<file path="src/rtl/mem_stage_if.sv">
// Data-memory port bundle for the MEM stage.
// The master (mem_stage) issues a registered request with address, write
// enable and store data. The slave (the memory) answers with mem_ack_i and,
// in that same cycle, read data on mem_rdata_i.
//   mem_req_o    master->slave  access request, held until acked or aborted
//   mem_we_o     master->slave  1 = write
//   mem_addr_o   master->slave  word address (byte address [31:2])
//   mem_wdata_o  master->slave  store data
//   mem_ack_i    slave->master  access complete
//   mem_rdata_i  slave->master  read data, valid with mem_ack_i
interface mem_stage_if;
  logic        mem_req_o;
  logic        mem_we_o;
  logic [29:0] mem_addr_o;
  logic [31:0] mem_wdata_o;
  logic        mem_ack_i;
  logic [31:0] mem_rdata_i;

  modport master (
    output mem_req_o, mem_we_o, mem_addr_o, mem_wdata_o,
    input  mem_ack_i, mem_rdata_i
  );

  modport slave (
    input  mem_req_o, mem_we_o, mem_addr_o, mem_wdata_o,
    output mem_ack_i, mem_rdata_i
  );
endinterface

</file>
<file path="src/rtl/mem_stage.sv">
// MEM stage of the 5-stage MIPS pipeline.
// Runs loads/stores against the data-memory port (req/ack handshake), stalls
// the front of the pipeline while an access is outstanding, registers the
// MEM/WB pipeline fields and resolves the branch decision.
//   clk, reset_n            clock, asynchronous active-low reset
//   BranchIN..zeroIN        EX/MEM control bits
//   ALU_IN                  ALU result / byte address
//   readData2IN             store data
//   DestinoIN               destination register
//   PCSrcOUT                BranchIN & zeroIN (combinational)
//   stall_o                 freeze PC, IF/ID, ID/EX, EX/MEM (combinational)
//   mem                     data-memory port (master side)
//   err_o                   sticky: misaligned access or access timeout
//   RegWriteOUT..DestinoOUT MEM/WB pipeline register
module mem_stage #(
  parameter int unsigned TIMEOUT = 15
) (
  input  logic        clk,
  input  logic        reset_n,
  input  logic        BranchIN,
  input  logic        MemReadIN,
  input  logic        MemtoRegIN,
  input  logic        MemWriteIN,
  input  logic        RegWriteIN,
  input  logic        zeroIN,
  input  logic [31:0] ALU_IN,
  input  logic [31:0] readData2IN,
  input  logic [4:0]  DestinoIN,
  output logic        PCSrcOUT,
  output logic        stall_o,
  mem_stage_if.master mem,
  output logic        err_o,
  output logic        RegWriteOUT,
  output logic        MemtoRegOUT,
  output logic [31:0] readDataOUT,
  output logic [31:0] ALU_OUT,
  output logic [4:0]  DestinoOUT
);

  localparam int unsigned CW = $clog2(TIMEOUT);
  localparam logic [CW-1:0] CNT_LAST = CW'(TIMEOUT - 1);

  typedef enum logic {IDLE, BUSY} state_e;

  state_e        state_q, state_d;
  logic [CW-1:0] cnt_q, cnt_d;
  logic          req_q, req_d;
  logic          we_q, we_d;
  logic [29:0]   addr_q, addr_d;
  logic [31:0]   wdata_q, wdata_d;
  logic          err_q, err_d;
  logic          rw_q, rw_d;
  logic          m2r_q, m2r_d;
  logic [31:0]   rdata_q, rdata_d;
  logic [31:0]   alu_q, alu_d;
  logic [4:0]    dst_q, dst_d;

  logic access, misaligned, is_busy, start, acked, timeout, stall;

  always_comb begin
    access     = MemReadIN | MemWriteIN;
    misaligned = access & (ALU_IN[1:0] != 2'b00);
    is_busy    = (state_q == BUSY);
    start      = ~is_busy & access & ~misaligned;
    acked      = is_busy & mem.mem_ack_i;
    // Ack on the last allowed cycle wins over the timeout.
    timeout    = is_busy & ~mem.mem_ack_i & (cnt_q == CNT_LAST);
    stall      = start | (is_busy & ~mem.mem_ack_i & ~timeout);
  end

  always_comb begin
    state_d = state_q;
    cnt_d   = cnt_q;
    req_d   = req_q;
    we_d    = we_q;
    addr_d  = addr_q;
    wdata_d = wdata_q;
    err_d   = err_q;
    rw_d    = rw_q;
    m2r_d   = m2r_q;
    rdata_d = rdata_q;
    alu_d   = alu_q;
    dst_d   = dst_q;

    unique case (state_q)
      IDLE: begin
        if (start) begin
          state_d = BUSY;
          cnt_d   = '0;
          req_d   = 1'b1;
          we_d    = MemWriteIN;
          addr_d  = ALU_IN[31:2];
          wdata_d = readData2IN;
        end
        if (misaligned) err_d = 1'b1;
      end
      BUSY: begin
        if (acked) begin
          state_d = IDLE;
          req_d   = 1'b0;
        end else if (timeout) begin
          state_d = IDLE;
          req_d   = 1'b0;
          err_d   = 1'b1;
        end else begin
          cnt_d = cnt_q + CW'(1);
        end
      end
      default: state_d = IDLE;
    endcase

    // MEM/WB: bubble while stalled, otherwise capture the instruction. A
    // misaligned or timed-out access completes without a register write.
    if (stall) begin
      rw_d  = 1'b0;
      m2r_d = 1'b0;
    end else begin
      rw_d  = RegWriteIN & ~(~is_busy & misaligned) & ~timeout;
      m2r_d = MemtoRegIN;
      alu_d = ALU_IN;
      dst_d = DestinoIN;
    end
    if (acked & ~we_q) rdata_d = mem.mem_rdata_i;
  end

  always_ff @(posedge clk or negedge reset_n) begin
    if (!reset_n) begin
      state_q <= IDLE;
      cnt_q   <= '0;
      req_q   <= 1'b0;
      we_q    <= 1'b0;
      addr_q  <= '0;
      wdata_q <= '0;
      err_q   <= 1'b0;
      rw_q    <= 1'b0;
      m2r_q   <= 1'b0;
      rdata_q <= '0;
      alu_q   <= '0;
      dst_q   <= '0;
    end else begin
      state_q <= state_d;
      cnt_q   <= cnt_d;
      req_q   <= req_d;
      we_q    <= we_d;
      addr_q  <= addr_d;
      wdata_q <= wdata_d;
      err_q   <= err_d;
      rw_q    <= rw_d;
      m2r_q   <= m2r_d;
      rdata_q <= rdata_d;
      alu_q   <= alu_d;
      dst_q   <= dst_d;
    end
  end

  assign PCSrcOUT        = BranchIN & zeroIN;
  assign stall_o         = stall;
  assign mem.mem_req_o   = req_q;
  assign mem.mem_we_o    = we_q;
  assign mem.mem_addr_o  = addr_q;
  assign mem.mem_wdata_o = wdata_q;
  assign err_o           = err_q;
  assign RegWriteOUT     = rw_q;
  assign MemtoRegOUT     = m2r_q;
  assign readDataOUT     = rdata_q;
  assign ALU_OUT         = alu_q;
  assign DestinoOUT      = dst_q;

endmodule

</file>
<file path="src/flat_wrapper.sv">
// flat-port wrapper written by rule: the top's interface ports become plain ports
module mem_stage_flat 
#(
  parameter int unsigned TIMEOUT = 15
)
  (clk, reset_n, BranchIN, MemReadIN, MemtoRegIN, MemWriteIN, RegWriteIN, zeroIN, ALU_IN, readData2IN, DestinoIN, PCSrcOUT, stall_o, err_o, RegWriteOUT, MemtoRegOUT, readDataOUT, ALU_OUT, DestinoOUT, mem_mem_req_o, mem_mem_we_o, mem_mem_addr_o, mem_mem_wdata_o, mem_mem_ack_i, mem_mem_rdata_i);
  mem_stage_if mem_i ();
  input  logic clk;
  input  logic reset_n;
  input  logic BranchIN;
  input  logic MemReadIN;
  input  logic MemtoRegIN;
  input  logic MemWriteIN;
  input  logic RegWriteIN;
  input  logic zeroIN;
  input  logic [31:0] ALU_IN;
  input  logic [31:0] readData2IN;
  input  logic [4:0] DestinoIN;
  output logic PCSrcOUT;
  output logic stall_o;
  output logic err_o;
  output logic RegWriteOUT;
  output logic MemtoRegOUT;
  output logic [31:0] readDataOUT;
  output logic [31:0] ALU_OUT;
  output logic [4:0] DestinoOUT;
  output wire logic [$bits(mem_i.mem_req_o)-1:0] mem_mem_req_o;
  output wire logic [$bits(mem_i.mem_we_o)-1:0] mem_mem_we_o;
  output wire logic [$bits(mem_i.mem_addr_o)-1:0] mem_mem_addr_o;
  output wire logic [$bits(mem_i.mem_wdata_o)-1:0] mem_mem_wdata_o;
  input wire logic [$bits(mem_i.mem_ack_i)-1:0] mem_mem_ack_i;
  input wire logic [$bits(mem_i.mem_rdata_i)-1:0] mem_mem_rdata_i;
  assign mem_mem_req_o = mem_i.mem_req_o;
  assign mem_mem_we_o = mem_i.mem_we_o;
  assign mem_mem_addr_o = mem_i.mem_addr_o;
  assign mem_mem_wdata_o = mem_i.mem_wdata_o;
  assign mem_i.mem_ack_i = mem_mem_ack_i;
  assign mem_i.mem_rdata_i = mem_mem_rdata_i;
  mem_stage #(.TIMEOUT(TIMEOUT)) u_core (.clk(clk), .reset_n(reset_n), .BranchIN(BranchIN), .MemReadIN(MemReadIN), .MemtoRegIN(MemtoRegIN), .MemWriteIN(MemWriteIN), .RegWriteIN(RegWriteIN), .zeroIN(zeroIN), .ALU_IN(ALU_IN), .readData2IN(readData2IN), .DestinoIN(DestinoIN), .PCSrcOUT(PCSrcOUT), .stall_o(stall_o), .mem(mem_i), .err_o(err_o), .RegWriteOUT(RegWriteOUT), .MemtoRegOUT(MemtoRegOUT), .readDataOUT(readDataOUT), .ALU_OUT(ALU_OUT), .DestinoOUT(DestinoOUT));
endmodule
</file>
<file path="config.mk">
export PLATFORM = sky130hd
export DESIGN_NAME = mem_stage_flat
export DESIGN_NICKNAME = d
export VERILOG_FILES = /design/src/rtl/mem_stage_if.sv /design/src/rtl/mem_stage.sv /design/src/flat_wrapper.sv
export SDC_FILE = /design/constraint.sdc
export NUM_CORES = 1
export LEC_CHECK = 0
export CORE_MARGIN = 5
export CORE_UTILIZATION = 30
export CTS_BUF_LIST = sky130_fd_sc_hd__clkbuf_4
export CTS_CLUSTER_DIAMETER = 50
export DETAILED_ROUTE_END_ITERATION = 8
export SLEW_MARGIN = 20
export SYNTH_ARGS = -nofsm -noshare
export SYNTH_HDL_FRONTEND = slang
export SYNTH_SLANG_ARGS = --single-unit
</file>
<file path="constraint.sdc">
create_clock -name clk -period 2.48 [get_ports clk]
set_input_delay 0.372 -clock clk [delete_from_list [all_inputs] [get_ports clk]]
set_output_delay 0.372 -clock clk [all_outputs]
set_load 0.01 [all_outputs]
</file>
# After elaboration in Yosys (flattened, before gate mapping)
# Cells that the tools add are included.
# op_classes
n_addsub	1
n_mul	0
div	0
order_cmp	0
eq_ne	7
n_shift	0
n_mux	18
n_bitwise	20
n_reduce_logical	5
# ops
cell	n
AND 1 bit	12
2-to-1 mux 4 bit	3
2-to-1 mux 1 bit	11
case mux 4 bit (2 select lines)	1
!= test 2 bit, second input constant	3
inverter 1 bit	6
case mux 1 bit (2 select lines)	3
AND reduction 3 bit	2
adder 4 x 1 -> 4 bit, second input constant	1
equality test 4 bit, second input constant	1
!= test 2 x 1 -> 1 bit, second input constant	2
AND reduction 2 bit	2
!= test 3 bit, second input constant	1
bitwise OR 1 bit	2
nonzero test 2 bit	1
# totals
regBits	141
latchBits	0
mem_bits_rw	0
romBits	0
input_bits	110
out_inout_bits	138
n_memories	0

# Logic depth before layout (Yosys ltp)
# Gate-level depths: netlist of run 1.
# logic_depth
ltp_word	7
depth_mapped	7
ltp_nobuf	5

# Worst setup path before layout of run 1
# Ideal clock, no wire load.
# synth_timing
path_type	flip-flop to flip-flop
startpoint	register u_core.state_q, in the netlist u_core.is_busy
endpoint	register u_core.alu_q[26], in the netlist u_core.ALU_OUT[26]
t_arrival_ns	1.720
required_ns	2.355
path_slack_ns	0.636
path_stages_with_launch	7
path_buffers	3
synth_period_minus_slack_ns	1.844
cell_sequence	dfrtp_1 buf_6 or3_1 buf_2 o22ai_4 buf_6 mux2_2
# synth_via
elab_chain_len	5
word_cells_on_any_way	8
cone_classes	bitwise (8)
# synth_rtl
item	line_no	source
start, declared	mem_stage.sv:45	state_e state_q, state_d;
start signal, assigned	mem_stage.sv:141	state_q <= state_d;
AND 1 bit	mem_stage.sv:67, mem_stage.sv:68	
AND 1 bit	mem_stage.sv:67	timeout = is_busy & ~mem.mem_ack_i & (cnt_q == CNT_LAST);
inverter 1 bit	mem_stage.sv:68	stall = start | (is_busy & ~mem.mem_ack_i & ~timeout);
AND 1 bit	mem_stage.sv:68	
bitwise OR 1 bit (*)	mem_stage.sv:68	
net stall_o	flat_wrapper.sv:20	output logic stall_o;
end signal, assigned	mem_stage.sv:151	alu_q <= alu_d;
end, declared	mem_stage.sv:55	logic [31:0] alu_q, alu_d;
# Mark *: on every way through the listed nets, which the timed path passes. The rest lies on a longest branch.
# A chain may end at the register's enable or synchronous reset.

# Worst setup path after layout of run 1
# layout_timing
startpoint	register u_core.cnt_q[1]
endpoint	output stall_o
# layout_via
elab_chain_len	5
# layout_rtl
item	line_no	source
start, declared	mem_stage.sv:46	logic [CW-1:0] cnt_q, cnt_d;
start signal, assigned	mem_stage.sv:142	cnt_q <= cnt_d;
equality test 4 bit	mem_stage.sv:67	
AND 1 bit	mem_stage.sv:67	
inverter 1 bit	mem_stage.sv:68	
AND 1 bit	mem_stage.sv:68	
bitwise OR 1 bit	mem_stage.sv:68	
end, declared	flat_wrapper.sv:20	
# Every way passes these cells.

==> qor.yml, run 1 <==
area_growth_syn_to_layout_pct: 57.5
hold_path_class: "in -> async"
min_period_ns: 2.32
initial_core_util_pct: 30.3
seq_power_share_pct: 43.7
async_reset_ff_share_pct: 100
fp.dieH_um: 144
crit_end: "stall_o"
h-tree-depth: 4
drv_slew: 0
routed_via_density: 4.47
n_antenna_cell: 0
dpl.cell_count: 805
syn_avg_cell_area_sq_um: 16.5
yosysTopAreaCellShare_pct: 65.1
cp.buffers_inverters: 1
vdd_drop_max_v: 0.000439
powerDensity_mw_per_mm2: 844
fin_util_pct: 47.7
p_int_w: 0.00524
rsz0062_at_grt: "no"
nets: 709
syn_inst: 329
synthTopCellsByCount: "dfrtp_1 (141), mux2_2 (129), buf_6 (11), a21oi_1 (4), inv_1 (4)"
path_delay_family: "flip-flops"
cp.required_ns: 2.11
gp_congestion: 0.760
critPathLaunch: "u_core.cnt_q[1]"
ys_ff_latch: 141
critPathMaxFanout: 6
grt_overflow: 0
yosysTopAreaCell: "dfrtp_1"
ios: 248
grt_max_degree: 56
fin_skew_ns: 0.0201
worst_hold_slack_ns: 0.387
hpwl_mm: 10.8
path_clk_slew_ns: 0.12
syn_area_sq_mm: 0.00542
routedWlPerCell_um: 17.2
coreArea_sq_mm: 0.0179
dieArea_sq_mm: 0.0209
pwr-share-clk_pct: 22.9
worstSetupPathType: "reg -> out"
fmax_mhz: 431
regToRegStartpoint: "u_core.cnt_q[1]"
cts_sinks: 141
antenna_found_initial: 0
detail-route-antenna-nets: 0
num_vias: 3752
grt_pass1_wl_mm: 22.3
cp-end-kind: "output pin"
synth_warnings: 0
cp.depth: 4
drive_gt1_share_pct: 29.5
yosysMostFrequentCell: "dfrtp_1"
cts_tree: "done"
crit_chain: "ha_1, and3_1, o22ai_4, clkdlybuf4s15_1"
portBuffers: 247
yosysUniqueCellTypes: 29
critical-path-max-stage-delay_ns: 0.44
switching_share_pct: 27.2
status: "completed"
die_w_um: 144
maxCapViolations: 0
multiInputGateArea_sq_mm: 0.00173
drcViolationCount: 0
setup_violations: 0
total_leakage_power_nw: 3.52
dr.pass1.iters: 4
root_buffer: "clkbuf_4"
hold_viol: 0
instances_no_fill: 839
slowest_stage: "dfrtp_1"
grt_usage_pct: 13.9
synth_ff_type: "dfrtp_1"
regToRegSetupSlack_ns: 0.46
grt_pass1_vias: 4195
clk_latency_ns: 0.52
synth_edf_count: 0
p_sw_w: 0.00196
comb_power_share_pct: 33.4
cts_inserted_buffers: 17
wirelength_mm: 14.4
drt_iter0_markers: 49
reg2reg_to: "u_core.ALU_OUT[21]"
r2r_cells: 5
worst_pin_slew_ns: 0.520
cts_buffer_depth: 2
seq_area_frac_synth_pct: 65.1
cp.arrival_ns: 1.95
nFillCells: 1601
syn_nets: 441
netlist_top_cells_area: "dfrtp_1 (65%), mux2_2 (27%), buf_6 (2.3%)"
setup_tns_ns: 0
finalCritPeriodShare_pct: 93.5
seqCellArea_sq_mm: 0.00353
worstSetupStartpointType: "flop"
power_w: 0.00720
row_count: 49
relSlewSlack_pct: 65.4
-- registers in the layout (all words and copies together) (netlist names) --
signal                  flops
u_core.cnt_q                4
u_core.RegWriteOUT          1
u_core.mem.mem_addr_o      30
u_core.is_busy              1
u_core.mem.mem_req_o        1
u_core.MemtoRegOUT          1
u_core.readDataOUT         32
u_core.DestinoOUT           5
u_core.err_o                1
u_core.mem.mem_we_o         1
u_core.mem.mem_wdata_o     32
u_core.ALU_OUT             32
-- routing by layer --
metal / wire (um) / up-vias / track usage, %
met5: 0 / - / 0
met4: 177 / 0 / 4.27
met3: 1540 / 14 / 6.35
met2: 7060 / 161 / 23.0
met1: 5630 / 1872 / 16.2
li1: - / 1705 / -
-- repair_timing --
action	CTS	global route
hold buffers	1	0
endpoints found under the setup margin	1	1
buffers inserted	1	0
hold endpoints to repair	52	0
resized for setup	1	1
-- layout make-up --
cell class | instances | share of cell area [%]
Inverter | 4 | 0.176
Clock buffer | 21 | 1.85
Timing Repair Buffer | 265 | 31.0
Multi-Input combinational cell | 168 | 20.3
Clock inverter | 11 | 1.96
Sequential cell | 141 | 41.3
Tap cell | 229 | 3.36
-- worst min-delay path by stage --
stage	start	end	slack, ns
2_1_floorplan	reset_n	u_core.ALU_OUT[0]	0.08
3_3_place_gp	reset_n	u_core.mem.mem_wdata_o[12]	0.35
3_5_place_dp	reset_n	u_core.mem.mem_wdata_o[12]	0.36
4_1_cts	reset_n	u_core.mem.mem_wdata_o[12]	0.32
5_1_grt	RegWriteIN	u_core.RegWriteOUT	0.34
6_report	reset_n	u_core.mem.mem_wdata_o[12]	0.39
-- stage by stage --
step	cell area [sq um]	worst slack, ns
3_3_place_gp	8190	0.0175
4_1_cts	8530	0.0462
5_1_grt	8540	0.0187
6_report	8540	0.162
2_1_floorplan	5420	0.636
3_5_place_dp	8190	0.0252
-- power groups by stage --
stage               clock network, W  registers, W  logic (W)
floorplan                          0       0.00344   0.000649
global placement                   0       0.00318    0.00241
detailed placement                 0       0.00320    0.00244
CTS                          0.00174       0.00316    0.00246
global route                 0.00183       0.00323    0.00257
finish                       0.00165       0.00315    0.00241
-- worst register-to-register path, cell delays in order, from the launching register on --
cell and delay [ns]:
dfrtp_1 0.44, ha_1 0.23, and3_1 0.28, o22ai_4 0.21, buf_4 0.37, mux2_2 0.40
-- layout by cell type (no fill, tap or decap), types with 3 or more instances in the layout --
cell,n
clkdlybuf4s50_1,245
a21oi_1,4
mux2_2,129
dfrtp_1,141
buf_12,3
o22ai_1,3
clkinv_4,3
bufinv_16,4
clkbuf_4,21
inv_1,4
buf_4,14
-- logic make-up (layout without fill, tap and decap cells) --
group / Yosys count / after routing / synth area share, %
flops: 141 / 141 / 65.1
mux: 132 / 132 / 27.4
buf+inv: 20 / 301 / 2.93
simple gates: 18 / 18 / 1.92
compound gates: 16 / 16 / 2.17
fa+ha+maj: 2 / 2 / 0.462
Power figures use the tool's default switching activity.
==> run 2: changes to the inputs <==
--- a/config.mk
+++ b/config.mk
@@ -14,3 +14,4 @@
 export SYNTH_ARGS = -nofsm -noshare
 export SYNTH_HDL_FRONTEND = slang
 export SYNTH_SLANG_ARGS = --single-unit
+export TNS_END_PERCENT = 30
==> results of run 2 <==
Same layout as run 1: the final DEF is identical, and so are final timing and power.
